<file path="config.mk">
export PLATFORM = sky130hd
export DESIGN_NAME = apb_regbank_slave
export DESIGN_NICKNAME = d
export VERILOG_FILES = /design/src/rtl/apb_regbank_slave.sv
export SDC_FILE = /design/constraint.sdc
export NUM_CORES = 1
export LEC_CHECK = 0
export ABC_CLOCK_PERIOD_IN_PS = 2000
export BUFFER_PORTS_ARGS = -buffer_cell sky130_fd_sc_hd__buf_2
export CORE_AREA = 2 2 144 146
export DETAILED_ROUTE_END_ITERATION = 8
export DIE_AREA = 0 0 146 148
export HOLD_SLACK_MARGIN = 0.02
export PLACE_DENSITY = 0.69
export SLEW_MARGIN = 20
export SYNTH_ARGS = -nofsm -noshare
export SYNTH_HDL_FRONTEND = slang
export SYNTH_SLANG_ARGS = --single-unit
</file>
<file path="constraint.sdc">
create_clock -name pclk_i -period 2 [get_ports pclk_i]
set_input_delay 0.1 -clock pclk_i [delete_from_list [all_inputs] [get_ports pclk_i]]
set_output_delay 0.1 -clock pclk_i [all_outputs]
set_load 0.01 [all_outputs]
</file>
<file path="src/rtl/apb_regbank_slave.sv">
// APB4 completer terminating requests in a bank of byte-strobed registers,
// with optional read-only hardware-sourced slots, wait states and pslverr.
package apb_regbank_pkg;
    typedef struct packed {
        logic [31:0] paddr;
        logic [2:0]  pprot;
        logic        psel;
        logic        penable;
        logic        pwrite;
        logic [31:0] pwdata;
        logic [3:0]  pstrb;
    } apb_req_t;

    typedef struct packed {
        logic        pready;
        logic [31:0] prdata;
        logic        pslverr;
    } apb_resp_t;
endpackage

module apb_regbank_slave #(
    parameter int unsigned           NumRegs      = 4,
    parameter int unsigned           DataWidth    = 32,
    parameter int unsigned           AddrWidth    = 32,
    parameter logic [AddrWidth-1:0]  BaseAddr     = '0,
    parameter int unsigned           WaitCycles   = 0,
    parameter logic [NumRegs-1:0]    ReadOnlyMask = '0,
    parameter bit                    PrivOnly     = 1'b0,
    parameter logic [DataWidth-1:0]  RstVal       = '0,
    parameter type                   req_t        = apb_regbank_pkg::apb_req_t,
    parameter type                   resp_t       = apb_regbank_pkg::apb_resp_t
) (
    input  logic                           pclk_i,
    input  logic                           preset_i,
    input  req_t                           apb_req_i,
    output resp_t                          apb_resp_o,
    output logic [NumRegs*DataWidth-1:0]   reg_o,
    output logic [NumRegs-1:0]             reg_wr_o,
    input  logic [NumRegs*DataWidth-1:0]   hw_i
);
    localparam int unsigned NumBytes  = DataWidth / 8;
    localparam int unsigned AlignBits = $clog2(NumBytes);
    localparam int unsigned IdxW      = (NumRegs > 1) ? $clog2(NumRegs) : 1;

    typedef enum logic [1:0] {IDLE, WAIT, RESP} state_e;

    state_e                            state_q, state_d;
    logic [3:0]                        cnt_q, cnt_d;
    logic [NumRegs-1:0][DataWidth-1:0] regs_q, regs_d;
    logic [NumRegs-1:0][DataWidth-1:0] cur;
    logic [AddrWidth-1:0]              off, idx_full;
    logic [IdxW-1:0]                   idx;
    logic                              in_range, misalign, ro, err;
    logic                              unused_bits;

    assign unused_bits = ^apb_req_i.pprot[2:1];

    // Read-only slots expose hw_i; their shadow flops are never written.
    always_comb begin
        for (int unsigned i = 0; i < NumRegs; i++) begin
            cur[i] = ReadOnlyMask[i] ? hw_i[i*DataWidth +: DataWidth] : regs_q[i];
        end
    end
    assign reg_o = cur;

    always_comb begin
        off      = AddrWidth'(apb_req_i.paddr) - BaseAddr;
        idx_full = off >> AlignBits;
        in_range = idx_full < AddrWidth'(NumRegs);
        misalign = (off & AddrWidth'(NumBytes - 1)) != '0;
        idx      = in_range ? idx_full[IdxW-1:0] : '0;
        ro       = in_range && ReadOnlyMask[idx];
        err      = !in_range || misalign || (apb_req_i.pwrite && ro)
                   || (PrivOnly && !apb_req_i.pprot[0]);
    end

    always_comb begin
        state_d  = state_q;
        cnt_d    = cnt_q;
        regs_d   = regs_q;
        reg_wr_o = '0;
        unique case (state_q)
            IDLE: begin
                // A psel with penable already high is accepted as a setup phase.
                if (apb_req_i.psel) begin
                    if (WaitCycles == 0) begin
                        state_d = RESP;
                    end else begin
                        state_d = WAIT;
                        cnt_d   = 4'(WaitCycles);
                    end
                end
            end
            WAIT: begin
                cnt_d = cnt_q - 4'd1;
                if (!(apb_req_i.psel && apb_req_i.penable)) begin
                    state_d = IDLE;
                end else if (cnt_q == 4'd1) begin
                    state_d = RESP;
                end
            end
            RESP: begin
                state_d = IDLE;
                if (apb_req_i.pwrite && !err) begin
                    reg_wr_o[idx] = 1'b1;
                    for (int unsigned b = 0; b < NumBytes; b++) begin
                        if (apb_req_i.pstrb[b]) begin
                            regs_d[idx][8*b +: 8] = apb_req_i.pwdata[8*b +: 8];
                        end
                    end
                end
            end
            default: state_d = IDLE;
        endcase
    end

    always_comb begin
        apb_resp_o         = '0;
        apb_resp_o.pready  = (state_q == RESP);
        apb_resp_o.pslverr = (state_q == RESP) && err;
        if (state_q == RESP && !apb_req_i.pwrite && !err) begin
            apb_resp_o.prdata = cur[idx];
        end
    end

    always_ff @(posedge pclk_i) begin
        if (preset_i) begin
            state_q <= IDLE;
            cnt_q   <= '0;
            regs_q  <= {NumRegs{RstVal}};
        end else begin
            state_q <= state_d;
            cnt_q   <= cnt_d;
            regs_q  <= regs_d;
        end
    end
endmodule

</file>
==> impl_metrics.ini <==
[worst_setup_path]
worst_setup_path_end_kind = output pin
critical_path.max_fanout = 4
worstSetupPathType = reg -> out
start_kind = flip-flop
cp.required_ps = 1900
worstPathArrival_ps = 1970

[power]
vdd_drop_max_v = 0.000501
power_density_mw_per_mm2 = 610
p_leak_nw = 4.64

[floorplanning]
rows = 52
ios = 370
die_x_um = 146
core-area_mm2 = 0.0200
die_area_mm2 = 0.0216
fp.dieH_um = 148
start_util_pct = 32.8

[timing]
finalCritPeriodShare_pct = 104
fin_skew_ps = 8.31
maxClockFrequency_ghz = 0.482
hold_slack_ps = 30.6
drv_slew = 0
setup_ws_ps = -73.7
setup_viol = 22
finalCriticalPeriod_ps = 2070
relSlewSlack_pct = 62.0
grt_setup_unrepaired = yes
tightest_slew_ps = 570
hold_viol = 0

[finish]
final_cell_mix = buf_2, nand2b_1, dfxtp_1, mux2i_1, buf_4
layout-drive-gt1-share_pct = 45.0
final_common_cell = buf_2
nNetsFinal = 1144
area_delta_synth_final_pct = 53.7
fillCellCount = 1839

[global_routing]
grt_max_degree = 162
grt.total_usage_pct = 21.5
grt_pass1_wl_mm = 36.3
grt-ovfl-total = 0
antenna_found_initial = 2
grt_pass1_vias = 6331

[status]
status = complete, but fails checks
violations = setup timing

[place]
pre_cts_ws_ps = -235
gp_congestion = 0.752
dp_hpwl_mm = 15.3
port_buffers = 237

[logic_synthesis]
ys_seq_elements = 129
synthesis.area_mm2 = 0.00657
synth_fp_nets = 869
ys_seq_area_share_pct = 39.3
synthesis.instances = 665
synth_cell_types = 27
ys_warn_count = 0
synth.avg_cell_area_um2 = 9.89

[min_path]
hp-class = in -> reg

[cts]
clk_path_buf_depth = 2
clock_sinks = 129
clkTransAtPathRegs_ps = 60
clockRootBuffer = clkbuf_16
cts_buffers = 17
cts_tree = done
htreeDepth = 4
insertion_delay_ps = 430

[detailed_routing]
drt-vias-per-instance = 5.17
drt_pass1_iterations = 7
ant_nets = 0
drcViolationCount = 0
drt_iter0_markers = 339
vias = 6326
drt_wl_total_mm = 23.9
wl_per_cell_um = 19.6

[run]
drv_cap = 0
==> cells by family after synthesis <==
logic type | count (synthesis) | share of synthesized area, %
buffers and inverters | 55 | 3.39
flip-flops | 129 | 39.3
AND/OR/NAND/NOR | 224 | 21.9
AO/OA/AOI/OAI | 97 | 10.5
multiplexers | 160 | 25.0
==> final cells by class <==
type                            count  area, um^2  share of cell area [%]
Antenna cell                        1        2.50                  0.0248
Clock inverter                     12         133                    1.31
Clock buffer                       20         467                    4.62
Tap cell                          270         338                    3.34
Timing Repair Buffer              311        2140                    21.1
Multi-Input combinational cell    481        4440                    44.0
Sequential cell                   129        2580                    25.6
==> through the flow <==
| step | std cells | util [%] | cell area (um^2) | TNS, ps | total power (W) |
|---|---|---|---|---|---|
| after floorplan | 665 | - | 6570 | 0 | 0.00281 |
| after global placement | 1170 | 42.3 | 8480 | -2700 | 0.00298 |
| after detailed placement | 1170 | 42.3 | 8480 | -1630 | 0.00298 |
| after CTS | 1222 | 47.9 | 9590 | -2620 | 0.00616 |
| after global routing | 1224 | 50.4 | 10100 | -3560 | 0.00635 |
| final | 1224 | 50.4 | 10100 | -719 | 0.00616 |
==> registers in the layout, summed over array words and instances (netlist names) <==
register and cells:
reg_o 128, state_q 1
==> critical path, cell delays in order, from the launching register on <==
cell and delay (ps):
dfxtp_2 330, or3b_4 430, bufbuf_16 300, a2111oi_4 210
buf_4 170, buf_2 120
==> synth_stat cells <==
cell       instances  area, um^2
nand2b_1         162        1010
dfxtp_1          129        2580
mux2i_1          128        1280
clkbuf_1          44         165
a2111oi_0         32         280
a22oi_1           32         240
mux2_2            32         360
o21ai_1           32         160
nor3_1            17        85.1
nand3_2            8        80.1
buf_2              7        35.0
nand3_1            7        35.0
nor4_1             7        43.8
nand2_1            6        22.5
and3_1             3        18.8
buf_1              3        11.3
nor3_4             3        48.8
or3_4              3        33.8
nand4_1            2        12.5
and4_1             1        8.76
buf_6              1        11.3
nor2_1             1        3.75
nor2b_1            1        6.26
nor3b_1            1        7.51
o31a_1             1        8.76
or2_1              1        6.26
or3b_4             1        11.3
==> routing by layer <==
layer  GRT usage, %  up-vias  routed length, um
li1               -     2947                  -
met1           28.4     3058              10600
met2           34.3      283              11100
met3           5.59       36               1760
met4           6.84        2                396
met5              0        -                 13
==> report_power, final <==
part,internal (W),switching (W),leakage [nW],total (W)
clock,0.00193,0.00121,0.288,0.00314
sequential,0.00257,0.000000599,1.04,0.00257
combinational,0.000194,0.000250,3.31,0.000444
==> path summary, 6_finish.rpt <==
| kind | end | depth (start not counted) | from | slack (ps) |
|---|---|---|---|---|
| worst max register to register | reg_o[68] | 7 | state_q[1] | -70 |
| worst min-delay path | reg_o[17] | 3 | apb_req_i[21] | 30 |
| worst min register to register | reg_o[0] | 2 | reg_o[0] | 490 |
| worst max-delay path | apb_resp_o[29] | 5 | state_q[1] | -70 |
==> timing repair <==
action                                  in CTS  in global routing
hold buffers                                12                  0
hold endpoints to repair                    24                  0
pin swaps                                    0                 10
cloned                                       2                  0
resized for setup                           69                 75
buffers inserted                             6                  2
endpoints found under the setup margin      29                106
No activity file was read; power rests on OpenSTA's default activity.
